## config.mk

```make
export PLATFORM = sky130hd
export DESIGN_NAME = bit_deserializer
export DESIGN_NICKNAME = d
export VERILOG_FILES = /design/src/rtl/bit_deserializer.sv
export SDC_FILE = /design/constraint.sdc
export NUM_CORES = 1
export LEC_CHECK = 0
export CORE_MARGIN = 5
export CORE_UTILIZATION = 45
export DETAILED_ROUTE_END_ITERATION = 16
export PLACE_DENSITY_LB_ADDON = 0.05
export SKIP_LAST_GASP = 1
export SYNTH_ARGS = -nofsm -noshare
export SYNTH_HDL_FRONTEND = slang
export SYNTH_SLANG_ARGS = --single-unit
```

## constraint.sdc

```tcl
create_clock -name i_clk -period 2.3 [get_ports i_clk]
set_input_delay 0.46 -clock i_clk [delete_from_list [all_inputs] [get_ports i_clk]]
set_output_delay 0.46 -clock i_clk [all_outputs]
set_load 0.02 [all_outputs]
```

## src/rtl/bit_deserializer.sv

```systemverilog
// bit_deserializer: gathers LANES-bit beats into WIDTH-bit words and
// presents each completed word on a valid/ready holding register.
module bit_deserializer #(
  parameter int WIDTH     = 8,
  parameter int LANES     = 1,
  parameter int MSB_FIRST = 0,
  localparam int BEATS    = WIDTH / LANES,
  localparam int CW       = $clog2(BEATS + 1)
) (
  input  logic             i_clk,
  input  logic             i_rst,
  input  logic             i_valid,
  input  logic [LANES-1:0] i_a,
  input  logic             i_clear,
  input  logic             i_ready,
  output logic [WIDTH-1:0] o_a,
  output logic             o_valid,
  output logic [CW-1:0]    o_count,
  output logic             o_overrun
);

  localparam logic [CW-1:0] LAST = CW'(BEATS - 1);

  logic [WIDTH-1:0] x_q, x_d;
  logic [WIDTH-1:0] a_q, a_d;
  logic [CW-1:0]    idx_q, idx_d;
  logic             valid_q, valid_d;
  logic             ovr_q, ovr_d;

  logic [31:0]      base;
  logic [WIDTH-1:0] lane_ext;
  logic [WIDTH-1:0] lane_mask;
  logic [WIDTH-1:0] word;
  logic             accept;
  logic             last;

  // merge the current beat into its slice of the partial word
  always_comb begin
    base = 32'(idx_q) * 32'(LANES);
    if (MSB_FIRST != 0) begin
      base = 32'(WIDTH - LANES) - base;
    end
    lane_ext  = WIDTH'(i_a) << base;
    lane_mask = WIDTH'({LANES{1'b1}}) << base;
    word      = (x_q & ~lane_mask) | lane_ext;
  end

  assign accept = i_valid & ~i_clear;
  assign last   = accept & (idx_q == LAST);

  // next-state for collection and the output holding register
  always_comb begin
    x_d     = x_q;
    idx_d   = idx_q;
    a_d     = a_q;
    ovr_d   = ovr_q;
    valid_d = valid_q & ~i_ready;
    if (i_clear) begin
      x_d   = '0;
      idx_d = '0;
    end else if (accept) begin
      if (last) begin
        x_d   = '0;
        idx_d = '0;
      end else begin
        x_d   = word;
        idx_d = idx_q + 1'b1;
      end
    end
    if (last) begin
      if (!valid_q || i_ready) begin
        a_d     = word;
        valid_d = 1'b1;
      end else begin
        ovr_d = 1'b1;
      end
    end
  end

  // state registers, cleared asynchronously
  always_ff @(posedge i_clk or posedge i_rst) begin
    if (i_rst) begin
      x_q     <= '0;
      idx_q   <= '0;
      a_q     <= '0;
      valid_q <= 1'b0;
      ovr_q   <= 1'b0;
    end else begin
      x_q     <= x_d;
      idx_q   <= idx_d;
      a_q     <= a_d;
      valid_q <= valid_d;
      ovr_q   <= ovr_d;
    end
  end

  assign o_a       = a_q;
  assign o_valid   = valid_q;
  assign o_count   = idx_q;
  assign o_overrun = ovr_q;

endmodule

```

# Word level (Yosys, flattened, before mapping)

Cells that the tools add are included.

Bits in registers: 22
Word-level logic and storage cells: 31

$add $sub $neg: 1
Equal/unequal tests: 1
Shift-type cells: 2
Muxes and demuxes: 8
Bitwise gates (word level): 9
Reductions and logical operators: 5

Operator list:

| operator                                            | number |
|---|---|
| 2-to-1 mux 8 bit                                    | 3 |
| 2-to-1 mux 4 bit                                    | 3 |
| bitwise AND 8 bit                                   | 1 |
| NOT 8 bit                                           | 1 |
| bitwise OR 8 bit                                    | 1 |
| << shifter 1 x 4 -> 8 bit                           | 1 |
| << shifter 1 x 4 -> 8 bit, first input constant     | 1 |
| adder 4 x 1 -> 4 bit, second input constant         | 1 |
| equality test 4 x 3 -> 1 bit, second input constant | 1 |
| AND reduction 2 bit                                 | 2 |
| bitwise AND 1 bit                                   | 3 |
| NOT 1 bit                                           | 3 |
| 2-to-1 mux 1 bit                                    | 2 |
| nonzero test 2 bit                                  | 1 |
| zero test 1 bit                                     | 1 |
| logical OR 1 bit                                    | 1 |

# Depth between registers and ports, before layout

Gate-level depths: netlist of run 1.

Depth after elaboration: 7
Mapped depth: 6
Mapped depth without buffers: 5

# Least setup slack after synthesis of run 1

Ideal clock, no wire load.

Path type: register to register
From: register idx_q[1], in the netlist o_count[1]
To: register a_q[0], in the netlist o_a[0]
Setup time: 125 ps
Arrival time: 1723 ps
Required time: 2175 ps
Slack: 453 ps
Stages on the path, launching flop included: 5
Period minus slack after synthesis: 1847 ps
Cells stage by stage: dfrtp_1 -> ha_1 -> nand3b_4 -> nor3_4 -> mux2_2

Word-level cells in the longest chain between the ends: 4

RTL lines:

| item                                                                 | line | text |
|---|---|---|
| from (decl)                                                          | 26   | `logic [CW-1:0] idx_q, idx_d;` |
| from (signal assigned)                                               | 90   | `idx_q <= idx_d;` |
| branches (longest 4 deep; another with equality test 4 x 3 -> 1 bit) | -    |  |
| to (signal assigned)                                                 | 85   | `a_q <= '0;` |
| to (signal assigned)                                                 | 91   | `a_q <= a_d;` |
| to (decl)                                                            | 25   | `logic [WIDTH-1:0] a_q, a_d;` |

Parallel ways; which one is timed is not known.
A chain may end at the register's enable or synchronous reset.

# Worst setup path after layout of run 1

From: register idx_q[3], in the netlist o_count[3]
To: output port o_count[3]

RTL lines:

| item      | line | text |
|---|---|---|
| to (decl) | 18   | `output logic [CW-1:0] o_count,` |

No word-level cell between the ends.

==> results.sh, run 1 <==
export IMPL_die_area_um2=3640
export IMPL_overflow=0
export IMPL_post_route_drc_count=0
export IMPL_cts_sinks=22
export IMPL_grt_met3_usage_pct=2.13
export IMPL_ff2ff_setup_slack_ps=430
export IMPL_first_iter_violations=32
export IMPL_synth_seq_area_share_pct=48.3
export IMPL_nets=138
export IMPL_die_width_um=60.3
export IMPL_dpl_cell_area_um2=1390
export IMPL_skew_ps=9.14
export IMPL_fillers=217
export IMPL_cp_start_kind="register"
export IMPL_yosysWarningCount=0
export IMPL_hold_ws_ps=465
export IMPL_areaGrowthSynthToFinish_pct=26.5
export IMPL_finalSetupViolCount=0
export IMPL_gp_congestion=0.833
export IMPL_drive_above_1_share_pct=16.0
export IMPL_clock_latency_ps=310
export IMPL_rsz0062_at_grt="no"
export IMPL_worst_path_buf_inv=1
export IMPL_worstHoldPathType="input port to async pin"
export IMPL_grt_first_pass_wirelength_um=4130
export IMPL_clockRootBuffer="clkbuf_4"
export IMPL_die_h_um=60.3
export IMPL_critical_path_top_delay_family="buffers and inverters"
export IMPL_slew_headroom_pct=76.9
export IMPL_start_util_pct=46.4
export IMPL_routed_via_count=856
export IMPL_path_clk_slew_ps=130
export IMPL_holdBufCountCts=0
export IMPL_grt_usage_pct=15.5
export IMPL_final_area_um2=1440
export IMPL_final_common_cell="dfrtp_1"
export IMPL_cts_buffers=3
export IMPL_port_buffers=19
export IMPL_dpl_hpwl_um=1750
export IMPL_syn_area_per_cell_um2=11.3
export IMPL_worstSetupPathType="register to output port"
export IMPL_grt_busiest_layer="met1"
export IMPL_finalWirelength_um=2400
export IMPL_postCtsSetupRepairBufs=0
export IMPL_crit_chain="clkdlybuf4s50_1"
export IMPL_syn_area_um2=1140
export IMPL_yosysTopAreaCellShare_pct=48.3
export IMPL_fmax_ghz=0.496
export IMPL_post_cts_resize_count=0
export IMPL_finalSetupTns_ps=0
export IMPL_gr_usage_met2_pct=21.8
export IMPL_post_drt_wl_per_cell_um=15.5
export IMPL_drt_vias_per_instance=5.52
export IMPL_static_leakage_power_nw=0.696
export IMPL_max_stage_delay_ps=670
export IMPL_period_minus_slack_ps=2020
export IMPL_htree_levels=1
export IMPL_ctsLongestPathBuffers=2
export IMPL_outcome="finished clean"
export IMPL_antenna_found_initial=0
export IMPL_use_met1_pct=22.9
export IMPL_io_pins=20
export IMPL_ant_nets=0
export IMPL_yosysUniqueCellTypes=26
export IMPL_rows=18
export IMPL_endpoint_kind="output port"
export IMPL_p_per_area_nw_per_um2=552
export IMPL_grt_start_max_net_pins=23
export IMPL_synth_nets=113
export IMPL_arrival_ps=1560
export IMPL_first_pass_iters=4
export IMPL_vdd_ir_drop_max_mv=0.350
export IMPL_worst_pin_slew_ps=346
export IMPL_drv_slew=0
export IMPL_hold_viol=0
export IMPL_critPathRequiredTime_ps=1840
export IMPL_finalCritPeriodShare_pct=87.7
export IMPL_synth_seq_cells=22
export IMPL_core_area_um2=2450
export IMPL_diodes=0
export IMPL_synthCells=101
export IMPL_tritoncts="built"
export IMPL_layout_common_cells="dfrtp_1, clkdlybuf4s50_1, nand2_1, inv_1, ha_1"
export IMPL_cp_max_fo=15
export IMPL_grt_pass1_vias=867
export IMPL_max_cap_violations=0
export IMPL_slowest_stage="clkdlybuf4s50_1"
export IMPL_ys_top_cells_by_area="dfrtp_1, ha_1, mux2_2"
export IMPL_yosysTopAreaCell="dfrtp_1"
sequential cells by signal (all words and copies together), names as in the netlist:
signal	cells
o_valid	1
x_q	8
o_count	4
o_a	8
o_overrun	1
routing by layer:
metal	vias to the layer above	part of all wire [%]
li1	408	-
met1	426	48
met2	20	46
met3	2	4.9
met4	0	0.79
met5	-	0
area by class of cell:
type | instances | area, um^2 | area share [%]
inverter | 7 | 26.3 | 1.82
timing repair buffer | 24 | 228 | 15.8
tap | 30 | 37.5 | 2.60
multi-input combinational | 68 | 547 | 37.9
clock buffer | 3 | 22.5 | 1.56
clock inverter | 1 | 30.0 | 2.08
sequential | 22 | 551 | 38.2
power by group:
part / internal, mW / switching [mW] / leakage [nW]
logic: 0.0438 / 0.0494 / 0.374
registers: 0.395 / 0.0112 / 0.294
clock network: 0.176 / 0.121 / 0.0279
metrics by stage:
| stage | setup slack (ps) | utilization, % | instances | total power [mW] |
|---|---|---|---|---|
| 2_1_floorplan | 453 | - | 101 | 0.465 |
| 3_3_place_gp | 349 | 56.6 | 151 | 0.506 |
| 3_5_place_dp | 324 | 56.6 | 151 | 0.506 |
| 4_1_cts | 268 | 58.7 | 155 | 0.806 |
| 5_1_grt | 204 | 58.7 | 155 | 0.833 |
| 6_report | 284 | 58.7 | 155 | 0.796 |
cell usage after synthesis (all sizes together):
master / number
a21o: 1
a22o: 5
a22oi: 3
a32o: 5
and3: 1
and3b: 2
buf: 1
clkbuf: 3
dfrtp: 22
ha: 6
inv: 7
mux2: 5
mux2i: 4
nand2: 7
nand2b: 3
nand3: 3
nand3b: 4
nor2: 4
nor2b: 3
nor3: 1
nor3b: 1
o21ai: 5
or2: 1
or3b: 3
or4b: 1
final timing paths:
check / start / endpoint / cells after the start
worst min-delay path: i_rst / o_a[0] / 3
max in group asynchronous: i_rst / o_a[5] / 3
worst min register to register: o_overrun / o_overrun / 1
worst max register to register: o_count[1] / o_a[7] / 4
min in group i_clk: o_overrun / o_overrun / 1
worst max-delay path: o_count[3] / o_count[3] / 1
logic make-up after synthesis:
family | after synthesis | synth area share, %
buf+inv | 11 | 3.73
flops | 22 | 48.3
mux | 9 | 8.45
compound gates | 19 | 13.1
fa+ha+maj | 6 | 6.59
simple gates | 34 | 19.9
Power figures use the tool's default switching activity.
==> run 2: changes to the inputs <==
--- a/config.mk
+++ b/config.mk
@@ -7,8 +7,9 @@
 export LEC_CHECK = 0
 export CORE_MARGIN = 5
 export CORE_UTILIZATION = 45
+export CTS_CLUSTER_DIAMETER = 120
 export DETAILED_ROUTE_END_ITERATION = 16
-export PLACE_DENSITY_LB_ADDON = 0.05
+export PLACE_DENSITY_LB_ADDON = 0.1
 export SKIP_LAST_GASP = 1
 export SYNTH_ARGS = -nofsm -noshare
 export SYNTH_HDL_FRONTEND = slang
==> results.sh, run 2 (synthesis results as in run 1) <==
export IMPL_outcome="finished clean"
export IMPL_worstSetupPathType="register to output port"
export IMPL_fin_util_pct=58.4
export IMPL_post_drt_wl_per_cell_um=15.3
export IMPL_die_width_um=60.3
export IMPL_grt_usage_pct=15.1
export IMPL_worst_r2r_startpoint="o_count[1]"
export IMPL_port_buffers=19
export IMPL_core_area_um2=2450
export IMPL_die_area_um2=3640
export IMPL_clockRootBuffer="clkbuf_4"
export IMPL_fmax_ghz=0.469
export IMPL_wl_met1_um=1170
export IMPL_nets=137
export IMPL_cp_start_kind="register"
export IMPL_drv_slew=0
export IMPL_layout_common_cells="dfrtp_1, clkdlybuf4s50_1, nand2_1, inv_1, ha_1"
export IMPL_period_minus_slack_ps=2130
export IMPL_rsz0062_at_grt="no"
export IMPL_die_h_um=60.3
export IMPL_static_leakage_power_nw=0.690
export IMPL_pwr_share_comb_pct=11.6
export IMPL_tritoncts="built"
export IMPL_finalWirelength_um=2350
export IMPL_final_common_cell="dfrtp_1"
export IMPL_htree_levels=1
export IMPL_clock_power_share_pct=37.0
export IMPL_slew_headroom_pct=67.0
export IMPL_clock_latency_ps=300
export IMPL_max_cap_violations=0
export IMPL_crit_chain="clkdlybuf4s50_1"
export IMPL_post_route_drc_count=0
export IMPL_endpoint_kind="output port"
export IMPL_worst_path_buf_inv=1
export IMPL_grt_pass1_vias=887
export IMPL_wl_met3_um=103
export IMPL_p_int_uw=614
export IMPL_drt_vias_per_instance=5.37
export IMPL_arrival_ps=1670
export IMPL_critical_path_top_delay_family="buffers and inverters"
export IMPL_p_sw_share_pct=22.3
export IMPL_slowest_stage="clkdlybuf4s50_1"
export IMPL_cp_max_fo=16
export IMPL_path_clk_slew_ps=120
export IMPL_met2_length_um=1050
export IMPL_worst_pin_slew_ps=495
export IMPL_ctsLongestPathBuffers=2
export IMPL_worstHoldPathType="register to register"
export IMPL_diodes=0
export IMPL_antenna_found_initial=0
export IMPL_first_pass_iters=4
export IMPL_gp_congestion=0.798
export IMPL_grt_start_max_net_pins=23
export IMPL_routed_via_count=827
export IMPL_areaGrowthSynthToFinish_pct=25.8
export IMPL_rows=18
export IMPL_worstHoldStart="o_overrun"
export IMPL_first_iter_violations=13
export IMPL_hold_viol=0
export IMPL_finalSetupTns_ps=0
export IMPL_cts_buffers=3
export IMPL_cts_sinks=22
export IMPL_finalCritPeriodShare_pct=92.6
export IMPL_fillers=214
export IMPL_p_sw_uw=177
export IMPL_skew_ps=4.72
export IMPL_dpl_hpwl_um=1670
export IMPL_overflow=0
export IMPL_finalSetupViolCount=0
export IMPL_holdBufCountCts=0
export IMPL_max_stage_delay_ps=700
export IMPL_post_cts_resize_count=0
export IMPL_highest_layer="met4"
export IMPL_drive_above_1_share_pct=15.3
export IMPL_grt_first_pass_wirelength_um=4190
export IMPL_p_seq_share_pct=51.4
export IMPL_timing_critical_path_from="o_count[2]"
export IMPL_io_pins=20
export IMPL_critPathRequiredTime_ps=1840
export IMPL_p_per_area_nw_per_um2=552
export IMPL_vdd_ir_drop_max_mv=0.407
export IMPL_start_util_pct=46.4
export IMPL_ant_nets=0
export IMPL_postCtsSetupRepairBufs=0
==> run 2: cell types whose count changed in the layout (fill, tap and decap cells not counted) <==
cell / previous run / this run
buf_4: 5 / 4
==> run 2: path summary, 6_finish.rpt <==
check,endpoint,slack [ps],cells after the start
hold reg to reg,o_overrun,470,1
min in group asynchronous,o_a[0],480,3
setup / recovery,o_count[2],170,1
max in group asynchronous,o_count[2],1610,3
hold / removal,o_overrun,470,1
setup reg to reg,o_a[3],330,4
==> run 2: layer usage <==
| layer | track usage (%) | vias up |
|---|---|---|
| met5 | 0 | - |
| met4 | 5.70 | 0 |
| met3 | 1.91 | 2 |
| met2 | 23.5 | 18 |
| met1 | 21.7 | 402 |
| li1 | - | 405 |
==> run 2: stage by stage <==
stage | setup slack [ps] | cell area, um^2 | power, mW | std cells | hold slack [ps]
after global routing | 71.3 | 1430 | 0.829 | 154 | 507
after global placement | 255 | 1380 | 0.506 | 150 | 440
final | 169 | 1430 | 0.791 | 154 | 474
after floorplan | 453 | 1140 | 0.465 | 101 | 449
after detailed placement | 227 | 1380 | 0.506 | 150 | 448
after CTS | 162 | 1430 | 0.805 | 154 | 477
==> run 2: final cells by class <==
class	instances	area [um^2]	share of cell area (%)
clock buffers	3	22.5	1.57
clock inverters	1	30.0	2.09
inverters	7	26.3	1.83
well taps	30	37.5	2.62
repair buffers	23	220	15.4
multi-input cells	68	547	38.1
flip-flops and latches	22	551	38.4
==> run 2: power by group through the flow <==
stage	clock network, mW	logic [mW]	registers (mW)
floorplan	0	0.0468	0.418
global placement	0	0.0918	0.414
detailed placement	0	0.0914	0.414
CTS	0.305	0.0927	0.407
global route	0.318	0.102	0.409
finish	0.293	0.0916	0.407
==> run 3: changes to the inputs <==
--- a/config.mk
+++ b/config.mk
@@ -10,6 +10,7 @@
 export CTS_CLUSTER_DIAMETER = 120
 export DETAILED_ROUTE_END_ITERATION = 16
 export PLACE_DENSITY_LB_ADDON = 0.1
+export RECOVER_POWER = 100
 export SKIP_LAST_GASP = 1
 export SYNTH_ARGS = -nofsm -noshare
 export SYNTH_HDL_FRONTEND = slang
==> results.sh, run 3 (synthesis results as in run 1) <==
export IMPL_holdBufCountCts=0
export IMPL_path_clk_slew_ps=130
export IMPL_holdPathStages=1
export IMPL_endpoint_kind="output port"
export IMPL_p_sw_share_pct=22.5
export IMPL_r2r_cells=4
export IMPL_worstSetupPathType="register to output port"
export IMPL_hold_ws_ps=468
export IMPL_worst_pin_slew_ps=1150
export IMPL_vdd_ir_drop_max_mv=0.409
export IMPL_ctsLongestPathBuffers=2
export IMPL_min_to="o_overrun"
export IMPL_outcome="finished clean"
export IMPL_slowest_stage="clkdlybuf4s50_1"
export IMPL_p_sw_uw=178
export IMPL_clock_latency_ps=310
export IMPL_grt_first_pass_wirelength_um=4190
export IMPL_ant_nets=0
export IMPL_io_pins=20
export IMPL_post_drt_wl_per_cell_um=15.2
export IMPL_die_width_um=60.3
export IMPL_period_minus_slack_ps=2130
export IMPL_drive_above_1_share_pct=13.7
export IMPL_p_int_uw=611
export IMPL_p_seq_share_pct=51.5
export IMPL_postCtsSetupRepairBufs=0
export IMPL_cts_buffers=3
export IMPL_finalCritPeriodShare_pct=92.5
export IMPL_grt_usage_pct=15.1
export IMPL_dpl_hpwl_um=1670
export IMPL_arrival_ps=1670
export IMPL_critPathRequiredTime_ps=1840
export IMPL_nets=137
export IMPL_post_route_drc_count=0
export IMPL_max_stage_delay_ps=700
export IMPL_worstHoldPathType="register to register"
export IMPL_finalSetupTns_ps=0
export IMPL_worstHoldStart="o_overrun"
export IMPL_layout_common_cells="dfrtp_1, dlygate4sd3_1, nand2_1, inv_1, ha_1"
export IMPL_die_area_um2=3640
export IMPL_crit_chain="clkdlybuf4s50_1"
export IMPL_antenna_found_initial=0
export IMPL_start_util_pct=46.4
export IMPL_final_common_cell="dfrtp_1"
export IMPL_rsz0062_at_grt="no"
export IMPL_worst_path_buf_inv=1
export IMPL_slew_headroom_pct=23.3
export IMPL_fmax_ghz=0.470
export IMPL_diodes=0
export IMPL_critical_path_top_delay_family="buffers and inverters"
export IMPL_fillers=220
export IMPL_pwr_share_comb_pct=11.2
export IMPL_gp_congestion=0.798
export IMPL_regArea_um2=551
export IMPL_clockRootBuffer="clkbuf_4"
export IMPL_rr_endpoint="o_a[1]"
export IMPL_port_buffers=19
export IMPL_drv_slew=0
export IMPL_cts_sinks=22
export IMPL_hold_viol=0
export IMPL_finalSetupViolCount=0
export IMPL_drt_vias_per_instance=5.36
export IMPL_grt_start_max_net_pins=23
export IMPL_multi_input_area_um2=541
export IMPL_ff2ff_setup_slack_ps=200
export IMPL_skew_ps=7.25
export IMPL_cp_max_fo=16
export IMPL_fin_util_pct=57.8
export IMPL_overflow=0
export IMPL_die_h_um=60.3
export IMPL_core_area_um2=2450
export IMPL_areaGrowthSynthToFinish_pct=24.6
export IMPL_grt_pass1_vias=887
export IMPL_post_cts_resize_count=0
export IMPL_htree_levels=1
export IMPL_rows=18
export IMPL_timing_critical_path_from="o_count[2]"
export IMPL_routed_via_count=825
export IMPL_p_per_area_nw_per_um2=556
export IMPL_static_leakage_power_nw=0.709
export IMPL_clock_power_share_pct=37.3
export IMPL_worst_r2r_startpoint="o_count[1]"
export IMPL_finalWirelength_um=2340
export IMPL_cp_start_kind="register"
export IMPL_max_cap_violations=0
export IMPL_first_iter_violations=13
export IMPL_tritoncts="built"
export IMPL_first_pass_iters=4
-- run 3: how the worst max path moves through the flow --
stage                       to  slack [ps]  cells past startpoint
floorplan               o_a[0]         450                      4
global placement        o_a[1]         250                      4
detailed placement      o_a[3]         230                      4
CTS                 o_count[2]         160                      1
global route            o_a[5]          70                      5
finish              o_count[2]         170                      1
-- run 3: power groups by stage --
stage / Combinational, mW / Sequential [mW] / Clock [mW]
floorplan: 0.0468 / 0.418 / 0
global placement: 0.0918 / 0.414 / 0
detailed placement: 0.0914 / 0.414 / 0
CTS: 0.0927 / 0.407 / 0.305
global route: 0.0985 / 0.408 / 0.318
finish: 0.0880 / 0.407 / 0.294
-- run 3: through the flow --
| step | power, mW | instances | cell area (um^2) | setup WS [ps] |
|---|---|---|---|---|
| 2_1_floorplan | 0.465 | 101 | 1140 | 453 |
| 3_3_place_gp | 0.506 | 150 | 1380 | 255 |
| 3_5_place_dp | 0.506 | 150 | 1380 | 227 |
| 4_1_cts | 0.805 | 154 | 1430 | 162 |
| 5_1_grt | 0.825 | 154 | 1420 | 68.9 |
| 6_report | 0.789 | 154 | 1420 | 173 |
-- run 3: metal layers --
metal  part of all wire (%)  vias up  track usage [%]
li1                       -      402                -
met3                    4.3        2             1.91
met5                      0        -                0
met4                   0.94        0             5.70
met1                     50      401             21.7
met2                     45       20             23.5
-- run 3: layout make-up --
cell class                      instances  area share (%)
Timing Repair Buffer                   23            15.0
Tap cell                               30            2.64
Sequential cell                        22            38.8
Inverter                                7            1.85
Multi-Input combinational cell         68            38.1
Clock inverter                          1            2.11
Clock buffer                            3            1.59
